[src/rtl/mips_gpio_pkg.sv]
// Shared definitions for the CoreMips GPIO peripheral.
// Contents: default parameter values, register byte offsets, the register
// select enum and a helper that maps a bus byte address onto that enum.
package mips_gpio_pkg;

  localparam int GPIO_W_DEF      = 8;
  localparam int DATA_W_DEF      = 32;
  localparam int ADDR_W_DEF      = 5;
  localparam int SYNC_STAGES_DEF = 2;

  localparam logic [31:0] GPIO_IN_OFS   = 32'h0000_0000;
  localparam logic [31:0] GPIO_OUT_OFS  = 32'h0000_0004;
  localparam logic [31:0] GPIO_DIR_OFS  = 32'h0000_0008;
  localparam logic [31:0] GPIO_EDGE_OFS = 32'h0000_000C;
  localparam logic [31:0] GPIO_IEN_OFS  = 32'h0000_0010;
  localparam logic [31:0] GPIO_STAT_OFS = 32'h0000_0014;

  typedef enum logic [2:0] {
    REG_IN   = 3'd0,
    REG_OUT  = 3'd1,
    REG_DIR  = 3'd2,
    REG_EDGE = 3'd3,
    REG_IEN  = 3'd4,
    REG_STAT = 3'd5,
    REG_NONE = 3'd6
  } gpio_reg_e;

  // Byte address to register select; the two byte-lane bits are masked off.
  function automatic gpio_reg_e decode_ofs(input logic [31:0] byte_addr);
    logic [31:0] word_ofs;
    word_ofs = byte_addr & 32'hFFFF_FFFC;
    case (word_ofs)
      GPIO_IN_OFS:   decode_ofs = REG_IN;
      GPIO_OUT_OFS:  decode_ofs = REG_OUT;
      GPIO_DIR_OFS:  decode_ofs = REG_DIR;
      GPIO_EDGE_OFS: decode_ofs = REG_EDGE;
      GPIO_IEN_OFS:  decode_ofs = REG_IEN;
      GPIO_STAT_OFS: decode_ofs = REG_STAT;
      default:       decode_ofs = REG_NONE;
    endcase
  endfunction

endpackage

[src/rtl/mips_gpio_port_sync.sv]
// Per-bit flop-chain synchroniser for asynchronous pin inputs.
// Ports: clk, rst (sync, active-high), d (async inputs), q (output of last stage).
module gpio_sync #(
  parameter int W      = 8,
  parameter int STAGES = 2
) (
  input  logic         clk,
  input  logic         rst,
  input  logic [W-1:0] d,
  output logic [W-1:0] q
);

  logic [W-1:0] chain_r [STAGES];

  // Shift the pin values through the synchroniser chain.
  always_ff @(posedge clk) begin
    if (rst) begin
      for (int i = 0; i < STAGES; i++) begin
        chain_r[i] <= {W{1'b0}};
      end
    end else begin
      chain_r[0] <= d;
      for (int i = 1; i < STAGES; i++) begin
        chain_r[i] <= chain_r[i-1];
      end
    end
  end

  assign q = chain_r[STAGES-1];

endmodule

[src/rtl/mips_gpio_port.sv]
// Memory-mapped bidirectional GPIO port for the CoreMips data bus.
// Ports: clk/rst (sync, active-high); bus_req/bus_we/bus_addr/bus_wdata request,
// bus_rdata/bus_ack one-cycle response; gpio_i async pins in, gpio_o/gpio_oe
// pin drive value and enable; irq level interrupt.
// Registers: IN (RO), OUT, DIR, EDGE_SEL, IRQ_EN, IRQ_STAT (write-1-to-clear).
module mips_gpio_port
  import mips_gpio_pkg::*;
#(
  parameter int GPIO_W      = GPIO_W_DEF,
  parameter int DATA_W      = DATA_W_DEF,
  parameter int ADDR_W      = ADDR_W_DEF,
  parameter int SYNC_STAGES = SYNC_STAGES_DEF
) (
  input  logic              clk,
  input  logic              rst,
  input  logic              bus_req,
  input  logic              bus_we,
  input  logic [ADDR_W-1:0] bus_addr,
  input  logic [DATA_W-1:0] bus_wdata,
  output logic [DATA_W-1:0] bus_rdata,
  output logic              bus_ack,
  input  logic [GPIO_W-1:0] gpio_i,
  output logic [GPIO_W-1:0] gpio_o,
  output logic [GPIO_W-1:0] gpio_oe,
  output logic              irq
);

  logic [GPIO_W-1:0] out_r;
  logic [GPIO_W-1:0] dir_r;
  logic [GPIO_W-1:0] edge_sel_r;
  logic [GPIO_W-1:0] irq_en_r;
  logic [GPIO_W-1:0] irq_stat_r;
  logic [GPIO_W-1:0] sync_d_r;
  logic              irq_r;
  logic              ack_r;
  logic [DATA_W-1:0] rdata_r;

  logic [GPIO_W-1:0] sync_s;
  logic [GPIO_W-1:0] event_s;
  logic [GPIO_W-1:0] clr_s;
  logic [GPIO_W-1:0] stat_next_s;
  logic [GPIO_W-1:0] wdata_s;
  logic [GPIO_W-1:0] rd_val_s;
  logic              wr_s;
  gpio_reg_e         sel_s;

  gpio_sync #(
    .W      (GPIO_W),
    .STAGES (SYNC_STAGES)
  ) u_sync (
    .clk (clk),
    .rst (rst),
    .d   (gpio_i),
    .q   (sync_s)
  );

  // Decode the bus request; bits above GPIO_W of the write data are dropped.
  always_comb begin
    sel_s   = decode_ofs(32'(bus_addr));
    wr_s    = bus_req & bus_we;
    wdata_s = GPIO_W'(bus_wdata);
  end

  // Read multiplexer; IN shows the synchronised pins whatever DIR says.
  always_comb begin
    rd_val_s = {GPIO_W{1'b0}};
    case (sel_s)
      REG_IN:   rd_val_s = sync_s;
      REG_OUT:  rd_val_s = out_r;
      REG_DIR:  rd_val_s = dir_r;
      REG_EDGE: rd_val_s = edge_sel_r;
      REG_IEN:  rd_val_s = irq_en_r;
      REG_STAT: rd_val_s = irq_stat_r;
      default:  rd_val_s = {GPIO_W{1'b0}};
    endcase
  end

  // Edge events and status update; OR-ing events in after the clear lets a
  // new event win over a simultaneous write-1-to-clear.
  always_comb begin
    if (wr_s && (sel_s == REG_STAT)) begin
      clr_s = wdata_s;
    end else begin
      clr_s = {GPIO_W{1'b0}};
    end
    event_s     = (sync_s & ~sync_d_r & ~edge_sel_r) |
                  (~sync_s & sync_d_r & edge_sel_r);
    stat_next_s = (irq_stat_r & ~clr_s) | event_s;
  end

  // Register file, edge-detect delay flop, status and interrupt registers.
  always_ff @(posedge clk) begin
    if (rst) begin
      out_r      <= {GPIO_W{1'b0}};
      dir_r      <= {GPIO_W{1'b0}};
      edge_sel_r <= {GPIO_W{1'b0}};
      irq_en_r   <= {GPIO_W{1'b0}};
      irq_stat_r <= {GPIO_W{1'b0}};
      sync_d_r   <= {GPIO_W{1'b0}};
      irq_r      <= 1'b0;
    end else begin
      if (wr_s) begin
        case (sel_s)
          REG_OUT:  out_r      <= wdata_s;
          REG_DIR:  dir_r      <= wdata_s;
          REG_EDGE: edge_sel_r <= wdata_s;
          REG_IEN:  irq_en_r   <= wdata_s;
          default:  ;
        endcase
      end
      irq_stat_r <= stat_next_s;
      sync_d_r   <= sync_s;
      irq_r      <= |(irq_stat_r & irq_en_r);
    end
  end

  // Bus response: one-cycle ack after every request, read data zero on writes.
  always_ff @(posedge clk) begin
    if (rst) begin
      ack_r   <= 1'b0;
      rdata_r <= {DATA_W{1'b0}};
    end else if (bus_req) begin
      ack_r   <= 1'b1;
      rdata_r <= bus_we ? {DATA_W{1'b0}} : DATA_W'(rd_val_s);
    end else begin
      ack_r   <= 1'b0;
      rdata_r <= {DATA_W{1'b0}};
    end
  end

  assign gpio_o    = out_r;
  assign gpio_oe   = dir_r;
  assign irq       = irq_r;
  assign bus_ack   = ack_r;
  assign bus_rdata = rdata_r;

endmodule

[config.mk]
export PLATFORM = sky130hd
export DESIGN_NAME = mips_gpio_port
export DESIGN_NICKNAME = d
export VERILOG_FILES = /design/src/rtl/mips_gpio_pkg.sv /design/src/rtl/mips_gpio_port_sync.sv /design/src/rtl/mips_gpio_port.sv
export SDC_FILE = /design/constraint.sdc
export NUM_CORES = 1
export LEC_CHECK = 0
export BUFFER_PORTS_ARGS = -buffer_cell sky130_fd_sc_hd__buf_2
export CAP_MARGIN = 20
export CORE_MARGIN = 1.5
export CORE_UTILIZATION = 47
export CTS_CLUSTER_SIZE = 20
export DETAILED_ROUTE_END_ITERATION = 8
export PLACE_DENSITY = 0.8
export SLEW_MARGIN = 20
export SYNTH_ARGS = -nofsm -noshare
export SYNTH_HDL_FRONTEND = slang
export SYNTH_SLANG_ARGS = --single-unit
[constraint.sdc]
create_clock -name clk -period 1.3 [get_ports clk]
set_input_delay 0.39 -clock clk [delete_from_list [all_inputs] [get_ports clk]]
set_output_delay 0.39 -clock clk [all_outputs]
set_load 0.005 [all_outputs]
==> impl_metrics.tcl <==
set metrics [dict create \
    yosys_most_used_dff "dfxtp_1" \
    p_leak_nw 1.56 \
    post_cts_resized 0 \
    end_kind "output pin" \
    wl_per_cell_um 15.5 \
    slowest_stage "dfxtp_1" \
    firstDrtPassIters 5 \
    gp_congestion 0.878 \
    cp_top_family "flip-flops" \
    holdWs_ps 247 \
    start_kind "flip-flop" \
    clock_path_buffers 2 \
    crit_start "gpio_o[5]" \
    yosysWarnings 0 \
    synth_edf_count 0 \
    cts_tree "yes" \
    grt_pass1_wl_um 12500 \
    grt_max_degree 27 \
    dpl.cell_count 494 \
    final_cell_mix "dfxtp_1 (74), buf_2 (48), a21oi_1 (38)" \
    ys_async_sr_fraction_pct 0 \
    routed.top_layer "met4" \
    path_clk_slew_ps 70 \
    root_buffer "clkbuf_8" \
    setup_viol 0 \
    floorplan.rows 30 \
    peakVddDrop_mv 0.469 \
    crit_buf_inv 1 \
    reg2reg_from "u_sync.chain_r[0][11]" \
    final_nets 458 \
    status "finished, final reports clean" \
    io_pins 99 \
    numCtsBuffers 9 \
    initial_core_util_pct 49.3 \
    yosysUniqueCellTypes 43 \
    cts_max_level 3 \
    drive_gt1_share_pct 28.3 \
    die_w_um 87.8 \
    via_per_inst 5.56 \
    clock-sinks 74 \
    min_period_over_period_pct 96.0 \
    wl_met1_um 3330 \
    arrival_ps 860 \
    post-cts-setup-buffer-count 0 \
    netlist_instances 356 \
    fin_cells 510 \
    crit_fanout 3 \
    yosysSeqAreaShare_pct 43.8 \
    first_iter_violations 272 \
    hpwlAfterDp_um 5220 \
    grt_antenna_before_repair 0 \
    route.vias.total 2835 \
    cap_violations 0 \
    achievable-frequency_mhz 801 \
    critPathMaxStageDelay_ps 380 \
    layout_commonest_cell "dfxtp_1" \
    totalWireLength_um 7920 \
    drc 0 \
    core_region_area_um2 6870 \
    finalCriticalPeriod_ps 1250 \
    port_buffers 48 \
    avgSynthCellArea_um2 9.50 \
    setup-tns-final_ps 0 \
    die_h_um 87.8 \
    syn2layout_area_growth_pct 14.9 \
    cp_data_required_time_ps 910 \
    met3_length_um 758 \
    rsz0062_at_grt "false" \
    crit_type "reg2out" \
    overflow 0 \
    power.density_nw_per_um2 1220 \
    ys_seq_elements 74 \
    postRouteAntennaNets 0 \
    worstHoldStart "gpio_i[3]" \
    slew_viol_final 0 \
    die-area_um2 7720 \
    diodes 0 \
    clock_skew_ps 6.09 \
    clk_latency_ps 350 \
    track_usage_pct 21.2 \
    hold_viol 0 \
    hold_buffers 0 \
    power_mw 4.76 \
    crit_path_cell_trace "buf_2" \
    grt_pass1_vias 2602 \
    wl_met2_um 3630 \
    syn-cell-area_um2 3380 \
    min_path_type "in2reg" \
]
==> cell usage after synthesis (all sizes together) (2+ instances only) <==
master  instances  share of area, %
nor3b           8               1.9
mux2i           3              0.89
o21ai          32               4.7
or3b            8               2.1
nand3          33               5.0
buf            39               9.8
clkbuf         12               1.7
a22oi          11               2.6
inv             8              0.89
nand3b          9               2.4
nor2            2              0.22
o31ai           8               1.9
a21oi          39               5.9
a31oi           8               1.5
nor2b          28               5.2
nand2b          4               1.0
dfxtp          74                44
o22ai           8               1.5
mux2           14               5.3
==> registers in the layout, indices dropped and copies added, names as in the netlist <==
name / cells
bus_ack: 1
bus_rdata: 8
edge_sel_r: 8
gpio_o: 8
gpio_oe: 8
irq: 1
irq_en_r: 8
irq_stat_r: 8
sync_d_r: 8
u_sync.chain_r: 16
==> stage by stage <==
stage	worst slack [ps]	cell area, um2	util, %
after floorplan	12.5	3480	-
after global placement	-157	3670	53.4
after detailed placement	-212	3670	53.4
after CTS	48.2	3890	56.6
after global routing	14.7	3890	56.6
final	51.9	3890	56.6
==> metal layers <==
layer	GRT usage (%)	vias up
met4	11.1	0
li1	-	1324
met3	6.13	27
met2	33.0	181
met1	26.7	1303
met5	0	-
==> path summary, 6_finish.rpt <==
check                               to  slack [ps]  cells past startpoint
setup / recovery             gpio_o[5]          50                      1
hold / removal    u_sync.chain_r[0][3]         250                      2
setup reg to reg         irq_stat_r[3]         180                      2
hold reg to reg   u_sync.chain_r[0][9]         440                      1
==> cell families (layout without fill, tap and decap cells) <==
group | after synthesis | count (layout) | synth area share (%)
other cells | 1 | 24 | 0.111
simple gates | 96 | 96 | 18.7
mux | 17 | 17 | 6.21
flops | 74 | 74 | 43.8
compound gates | 108 | 108 | 18.6
buf+inv | 60 | 95 | 12.6
==> where the power goes <==
group          total (mW)  internal (mW)  switching, mW  leakage [nW]
clock                1.96           1.12          0.840         0.116
sequential           2.36           2.32         0.0385         0.602
combinational       0.435          0.186          0.250         0.843
total                4.76           3.63           1.13          1.56
==> layout make-up <==
cell class	count	area, um2
Multi-Input combinational cell	245	1560
Sequential cell	74	1480
Fill cell	604	2980
Clock buffer	10	138
Tap cell	96	120
Timing Repair Buffer	71	475
Inverter	8	30.0
Clock inverter	6	80.1
No activity file was read; power rests on OpenSTA's default activity.
